`config.mk`:
```
export PLATFORM = sky130hd
export DESIGN_NAME = ecg_frame_sequencer
export DESIGN_NICKNAME = d
export VERILOG_FILES = /design/src/rtl/ecg_frame_sequencer.sv
export SDC_FILE = /design/constraint.sdc
export NUM_CORES = 1
export LEC_CHECK = 0
export ABC_CLOCK_PERIOD_IN_PS = 2800
export CORE_UTILIZATION = 48
export DETAILED_ROUTE_END_ITERATION = 10
export PLACE_DENSITY = 0.89
export SLEW_MARGIN = 20
export SYNTH_ARGS = -nofsm -noshare
export SYNTH_HDL_FRONTEND = slang
export SYNTH_SLANG_ARGS = --single-unit
```
`constraint.sdc`:
```
create_clock -name Clk -period 2.8 [get_ports Clk]
set_clock_uncertainty 0.1 [all_clocks]
set_input_delay 0.56 -clock Clk [delete_from_list [all_inputs] [get_ports Clk]]
set_output_delay 0.56 -clock Clk [all_outputs]
set_load 0.005 [all_outputs]
```
`src/rtl/ecg_frame_sequencer.sv`:
```
`default_nettype none
// ============================================================================
//  Module      : ecg_frame_sequencer
//  Description : Collects parsed UART samples into the sample buffer, starts
//                the inference core once a full frame is loaded, waits for the
//                result and reports the class as one ASCII digit plus LF.
//                Optional macro LOAD_TIMEOUT_EN discards a stalled partial
//                frame after TIMEOUT_CYCLES idle cycles.
//  Revision    : 1.0 - initial release
// ============================================================================
module ecg_frame_sequencer #(
    parameter int DATA_W         = 16,
    parameter int NUM_SAMPLES    = 187,
    parameter int ADDR_W         = 8,
    parameter int CLASS_W        = 3,
    parameter int TIMEOUT_CYCLES = 50_000_000
) (
    input  logic               Clk,
    input  logic               Rst,
    input  logic               Num_valid,
    input  logic [DATA_W-1:0]  Num_data,
    output logic               Mem_we,
    output logic [ADDR_W-1:0]  Mem_addr,
    output logic [DATA_W-1:0]  Mem_wdata,
    output logic               Infer_start,
    input  logic               Infer_done,
    input  logic [CLASS_W-1:0] Infer_class,
    output logic               Tx_start,
    output logic [7:0]         Tx_byte,
    input  logic               Tx_done,
    output logic               Busy,
    output logic               Overrun,
    output logic [15:0]        Frame_count
);

    typedef enum logic [2:0] {
        S_LOAD       = 3'd0,
        S_START      = 3'd1,
        S_WAIT_INFER = 3'd2,
        S_TX_DIGIT   = 3'd3,
        S_TX_LF      = 3'd4
    } state_t;

    localparam logic [ADDR_W-1:0] c_LAST_IDX = ADDR_W'(NUM_SAMPLES - 1);
    localparam logic [7:0]        c_ASCII_0  = 8'h30;
    localparam logic [7:0]        c_ASCII_Q  = 8'h3F;
    localparam logic [7:0]        c_ASCII_LF = 8'h0A;

    state_t              r_state;
    logic [ADDR_W-1:0]   r_index;
    logic [CLASS_W-1:0]  r_class;
    logic                r_digit_sent;

    logic [7:0]          w_class8;
    logic [7:0]          w_digit;
    logic                w_tmo_hit;

    // ASCII encoding of the latched class; anything outside 0..9 reports '?'
    always_comb begin
        w_class8 = 8'(r_class);
        w_digit  = (w_class8 > 8'd9) ? c_ASCII_Q : (c_ASCII_0 + w_class8);
    end

`ifdef LOAD_TIMEOUT_EN
    localparam int c_TMO_W = (TIMEOUT_CYCLES > 1) ? $clog2(TIMEOUT_CYCLES) : 1;
    localparam logic [c_TMO_W-1:0] c_TMO_LAST = c_TMO_W'(TIMEOUT_CYCLES - 1);

    logic [c_TMO_W-1:0] r_tmo_cnt;

    // Idle detector for a partially loaded frame
    always_comb begin
        w_tmo_hit = (r_state == S_LOAD) && (r_index != '0) && !Num_valid &&
                    (r_tmo_cnt == c_TMO_LAST);
    end

    // Idle counter runs only while a partial frame sits in LOAD
    always_ff @(posedge Clk or posedge Rst) begin
        if (Rst) begin
            r_tmo_cnt <= '0;
        end else if ((r_state != S_LOAD) || (r_index == '0) || Num_valid || w_tmo_hit) begin
            r_tmo_cnt <= '0;
        end else begin
            r_tmo_cnt <= r_tmo_cnt + 1'b1;
        end
    end
`else
    // Partial frames wait indefinitely
    always_comb begin
        w_tmo_hit = 1'b0;
    end
`endif

    // Main sequencer: all outputs are registered here
    always_ff @(posedge Clk or posedge Rst) begin
        if (Rst) begin
            r_state      <= S_LOAD;
            r_index      <= '0;
            r_class      <= '0;
            r_digit_sent <= 1'b0;
            Mem_we       <= 1'b0;
            Mem_addr     <= '0;
            Mem_wdata    <= '0;
            Infer_start  <= 1'b0;
            Tx_start     <= 1'b0;
            Tx_byte      <= 8'h00;
            Busy         <= 1'b0;
            Overrun      <= 1'b0;
            Frame_count  <= '0;
        end else begin
            Mem_we      <= 1'b0;
            Infer_start <= 1'b0;
            Tx_start    <= 1'b0;

            // A number arriving outside LOAD is dropped and flagged
            if (Num_valid && (r_state != S_LOAD)) begin
                Overrun <= 1'b1;
            end

            case (r_state)
                S_LOAD: begin
                    if (Num_valid) begin
                        Mem_we    <= 1'b1;
                        Mem_addr  <= r_index;
                        Mem_wdata <= Num_data;
                        if (r_index == c_LAST_IDX) begin
                            r_index <= '0;
                            r_state <= S_START;
                            Busy    <= 1'b1;
                        end else begin
                            r_index <= r_index + 1'b1;
                        end
                    end else if (w_tmo_hit) begin
                        r_index <= '0;
                    end
                end
                S_START: begin
                    Infer_start <= 1'b1;
                    r_state     <= S_WAIT_INFER;
                end
                S_WAIT_INFER: begin
                    if (Infer_done) begin
                        r_class      <= Infer_class;
                        Frame_count  <= Frame_count + 16'd1;
                        r_digit_sent <= 1'b0;
                        r_state      <= S_TX_DIGIT;
                    end
                end
                S_TX_DIGIT: begin
                    // First cycle launches the digit; Tx_done only counts afterwards
                    if (!r_digit_sent) begin
                        Tx_start     <= 1'b1;
                        Tx_byte      <= w_digit;
                        r_digit_sent <= 1'b1;
                    end else if (Tx_done) begin
                        Tx_start <= 1'b1;
                        Tx_byte  <= c_ASCII_LF;
                        r_state  <= S_TX_LF;
                    end
                end
                S_TX_LF: begin
                    if (Tx_done) begin
                        r_state <= S_LOAD;
                        Busy    <= 1'b0;
                    end
                end
                default: begin
                    r_state <= S_LOAD;
                    r_index <= '0;
                    Busy    <= 1'b0;
                end
            endcase
        end
    end

endmodule
`default_nettype wire

```
==> results of run 1 <==
==> worst min path at each step <==
| stage | startpoint | endpoint | slack, ns | depth (start not counted) |
|---|---|---|---|---|
| 2_1_floorplan | Overrun | Overrun | 0.35 | 1 |
| 3_3_place_gp | Overrun | Overrun | 0.35 | 1 |
| 3_5_place_dp | Overrun | Overrun | 0.35 | 1 |
| 4_1_cts | Overrun | Overrun | 0.37 | 1 |
| 5_1_grt | Overrun | Overrun | 0.39 | 1 |
| 6_report | Overrun | Overrun | 0.36 | 1 |
==> flip-flops by register name (all words and copies together), names as in the netlist <==
| name | cells |
|---|---|
| Busy | 1 |
| Frame_count | 16 |
| Infer_start | 1 |
| Mem_addr | 8 |
| Mem_wdata | 16 |
| Mem_we | 1 |
| Overrun | 1 |
| Tx_byte | 5 |
| Tx_start | 1 |
| r_class | 3 |
| r_digit_sent | 1 |
| r_index | 8 |
| r_state | 3 |
==> synthesized netlist by cell type, drive strengths merged, types with 2 or more instances <==
library cell and n:
and2 2, a21oi 3, nor2 17, o21ai 8, mux2 4, ha 3
a22o 4, and3 4, buf 12, nand4 7, dfrtp 65, a211oi 4
xnor2 15, clkbuf 2, a21o 2, nand3 7, xor2 6, nor3 4
inv 9, nand2 79
==> worst max-delay path, cell delays in order <==
cell and delay (ns):
clkdlybuf4s50_1 0.48, or4b_4 0.68, and2_1 0.26, nor2_2 0.20
nor2_1 0.08
==> cell type report <==
type	instances	area [um^2]
repair buffers	76	768
flip-flops and latches	65	1630
well taps	72	90.1
clock buffers	11	151
clock inverters	5	77.6
fillers	425	1760
multi-input cells	184	1040
inverters	9	33.8
==> kinds of logic after synthesis <==
logic type               after synthesis
multiplexers                           4
flip-flops                            65
buffers and inverters                 23
XOR/XNOR                              21
AND/OR/NAND/NOR                      129
AO/OA/AOI/OAI                         25
adder cells (fa/ha/maj)                3
other                                  1
==> metrics by stage <==
step / std cells / hold slack (ns) / total power (W)
after floorplan: 272 / 0.351 / 0.00198
after global placement: 406 / 0.346 / 0.00249
after detailed placement: 406 / 0.347 / 0.00253
after CTS: 422 / 0.367 / 0.00344
after global routing: 422 / 0.391 / 0.00364
final: 422 / 0.363 / 0.00342
==> layer usage <==
layer	GRT usage	vias up	share of wire
met5	0	-	0
met4	0.111	0	0.017
met3	0.0616	8	0.067
met2	0.301	77	0.48
met1	0.282	1031	0.44
li1	-	1037	-
==> report_power, final <==
part,internal [W],switching [W],leakage [nW]
registers,0.00121,0.000226,0.828
logic,0.000622,0.000459,0.808
clock network,0.000547,0.000352,0.115
total,0.00238,0.00104,1.75
==> results.cfg, run 1 <==
[clock_network]
cts-root-buf = clkbuf_8
path_clk_slew_ns = 0.07
clk_latency_ns = 0.34
cts_resized = 0
cts_buffer_depth = 2
cts_max_level = 3
cts_made_buffers = 9
cts_setup_buffers = 0
cts_hold_buf = 0
cts_num_sinks = 65
cts_tree = done

[global_routing]
grt_usage = 0.208
first_global_vias = 2114
grt_max_degree = 66
grt_pass1_wl_um = 9680
antenna_found_initial = 0
gr-total-overflow = 0

[timing]
period_share = 0.768
max_freq_mhz = 465
tns_ns = 0
slew_headroom = 0.518
worst_pin_slew_ns = 0.718
setup_viol = 0
drv_slew = 0
hold_viol = 0
period_needed_ns = 2.15
setup_ws_ns = 0.649
rsz0062_at_grt = no

[finish]
most-common-layout-cells = 79 x nand2_1, 74 x clkdlybuf4s50_1, 65 x dfrtp_1
drive_above_1_share = 0.0914
final_common_cell = nand2_1
final_core_util = 0.683
area_delta_synth_final_pct = 35.8
final_cell_area_mm2 = 0.00378
nNetsFinal = 372
antenna_cells = 0

[route]
route.detailed.drc = 0
routed_wl_um = 5740
vias_per_cell = 5.10
dr.pass1.iters = 4
wl_per_cell_um = 13.6
antenna_left = 0
drt_iter0_drc = 144
vias = 2153

[critical_path]
cp_data_arrival_time_ns = 2.26
critPathMaxFanout = 35
r2r_start = r_state[0]
end_kind = register
regToRegEndpoint = r_index[2]
cp.required_ns = 2.91
endpoint = r_index[2]
startpoint = Num_valid
r2r_slack_ns = 0.75
critical_path_class = primary input to register
startpoint_type = primary input
reg2reg_depth = 4

[floorplan]
pin_count = 77
die_h_um = 78.2
die_x_um = 78.2
start_util = 0.503
core-area_mm2 = 0.00554
die-area_mm2 = 0.00612
rows = 27

[placement]
numPortBuffers = 74
dp_hpwl_um = 3980
place_ws_ns = 0.303
gp_congestion = 0.865
place_area_mm2 = 0.00356

[logic_synthesis]
yosys-top-cells-area = dfrtp_1 58%, nand2_1 11%, xnor2_1 4.7%, nor2_1 2.2%, xor2_1 1.9%
synth_edf_count = 0
yosys_warnings = 0
synthSimpleGateAreaFrac = 0.205
ys_async_sr_fraction = 1.00
ys_ff_latch = 65
synth.avg_cell_area_um2 = 10.3
synth_cell_types = 41
yosysTopAreaCell = dfrtp_1
synth_top_family_by_area = simple AND/OR/NAND/NOR gates
syn_area_mm2 = 0.00279
yosysSeqAreaShare = 0.583
synth_top_area_share = 0.583
synth_compound_area_frac = 0.0687
synth_xor_xnor_area_share = 0.0660
syn_inst = 271
synthAdderAreaFrac = 0.0135
synth-main-ff-cell = dfrtp_1
synthMuxAreaShare = 0.0162

[pwr]
power.leakage_nw = 1.75
power.density_mw_per_mm2 = 902
ir_drop_mv = 0.624

[hold_path]
hold_class = register to register

[flow_run]
drv_cap = 0

[status]
status = completed
No activity file was read; power rests on OpenSTA's default activity.
==> run 2: changes to the inputs <==
Settings changed: ABC_CLOCK_PERIOD_IN_PS 2800 to 1800, CORE_UTILIZATION 48 to 43, PLACE_DENSITY 0.89 to 0.85.
Clock period 2.8 ns to 1.8 ns, I/O delays scaled along.
==> run 2 against run 1 <==
Final cell count increased by 4.3%. Setup slack worse by 0.60 ns. Clock power is 49% higher. Register-to-register slack worse by 0.69 ns. Global-route usage fell by 1.9 points. Via count grew 0.42%. Critical path depth increased by 1. Combinational power grew 72%. Die area grew 11%. Cell area up 4.1%. Sequential power is 51% higher.
==> results.cfg, run 2 (synthesized netlist as in run 1, its figures left out) <==
[global_routing]
grtUsageMet3 = 0.0582
gr-total-overflow = 0
grt_usage = 0.189
grt_max_degree = 40
grt_pass1_wl_um = 9520
use_met2 = 0.288
first_global_vias = 2057
grtUsageMet1 = 0.251
antenna_found_initial = 0
grt_most_used_layer = met2

[route]
vias_per_cell = 4.91
wl_per_cell_um = 13.2
route.detailed.drc = 0
routed_wl_um = 5830
dr.pass1.iters = 6
antenna_left = 0
drt_iter0_drc = 103
vias = 2162

[clock_network]
cts_made_buffers = 9
cts_num_sinks = 65
cts_buffer_depth = 2
cts_hold_buf = 0
cts_max_level = 3
path_clk_slew_ns = 0.07
cts-root-buf = clkbuf_8
clk_latency_ns = 0.33
cts_tree = done

[timing]
period_share = 0.974
max_freq_mhz = 570
setup_ws_ns = 0.0466
drv_slew = 0
hold_viol = 0
tns_ns = 0
rsz0062_at_grt = no
setup_viol = 0
period_needed_ns = 1.75

[critical_path]
critPathMaxFanout = 9
slowest_delay_ns = 0.54
critPathBufInv = 3
reg2reg_depth = 5
critPathSlowestCell = or4b_4
crit_family = buffers and inverters
startpoint_type = primary input
path_cells = clkdlybuf4s50_1 > or4b_4 > buf_4 > buf_4 > nand2_1 > nand2_1
cp.required_ns = 1.92
end_kind = register
cp.depth = 6
r2r_slack_ns = 0.06
cp_data_arrival_time_ns = 1.87
critical_path_class = primary input to register

[placement]
numPortBuffers = 74
place_ws_ns = -0.306
place_area_mm2 = 0.00369
gp_congestion = 0.891
dp_hpwl_um = 4300

[floorplan]
die-area_mm2 = 0.00681
die_h_um = 82.5
rows = 28
start_util = 0.457
die_x_um = 82.5
core-area_mm2 = 0.00610
pin_count = 77

[finish]
nNetsFinal = 387
final_core_util = 0.646
drive_above_1_share = 0.145
most-common-layout-cells = 79 x nand2_1, 74 x clkdlybuf4s50_1, 61 x dfrtp_1
final_common_cell = nand2_1
final_cell_area_mm2 = 0.00394
area_delta_synth_final_pct = 41.3
top_regs = Frame_count: 16 flops, Mem_wdata: 16 flops
antenna_cells = 0

[status]
status = completed

[pwr]
power.leakage_nw = 1.82
power.density_mw_per_mm2 = 1370
totalPowerFinal_w = 0.00538
ir_drop_mv = 0.810

[hold_path]
hold_class = primary input to async pin

[flow_run]
drv_cap = 0
==> run 2: cell count changes in the layout (fill, tap and decap cells not counted), sizes merged <==
cell / delta
clkinvlp: +1
buf: +15
inv: -1
clkbuf: -2
clkinv: +2
==> run 2: metrics by stage <==
step                hold slack (ns)  instances
floorplan                     0.351        272
global placement              0.351        423
detailed placement            0.350        423
CTS                           0.339        439
global route                  0.374        440
finish                        0.344        440
==> run 2: worst reg2reg max path, stage by stage, from the launching register on <==
cell     delay (ns)
dfrtp_1        0.42
or4b_4         0.63
buf_4          0.18
buf_4          0.16
nand2_1        0.08
nand2_1        0.06
==> run 2: area by class of cell <==
cell class,instances,area [um^2]
fill,477,2160
sequential,65,1630
multi-input combinational,184,1050
timing repair buffer,91,906
clock buffer,9,124
clock inverter,7,95.1
tap,75,93.8
inverter,9,37.5
==> run 2: path summary, 6_finish.rpt <==
kind,start,end
min,Rst,Frame_count[13]
max reg2reg,r_state[0],Mem_wdata[4]
max,Num_valid,Mem_wdata[4]
max in group asynchronous,Rst,Mem_addr[4]
min reg2reg,Overrun,Overrun
min in group Clk,Overrun,Overrun
==> run 2: report_power, final <==
group | switching [W] | total, W | internal [W]
Clock | 0.000561 | 0.00134 | 0.000779
Combinational | 0.000782 | 0.00186 | 0.00108
Sequential | 0.000297 | 0.00218 | 0.00189
==> run 2: per-layer routing <==
| layer | routed length (um) | part of all wire | vias to the layer above |
|---|---|---|---|
| met5 | 0 | 0 | - |
| met4 | 72 | 0.012 | 0 |
| met3 | 301 | 0.052 | 6 |
| met2 | 2700 | 0.46 | 51 |
| met1 | 2760 | 0.47 | 1040 |
| li1 | - | - | 1065 |
==> run 2: what timing repair did <==
item	4_1_cts	5_1_grt
hold endpoints to repair	0	0
setup buffers	0	1
pin swaps	0	2
setup endpoints to repair	1	7
resized for setup	1	6
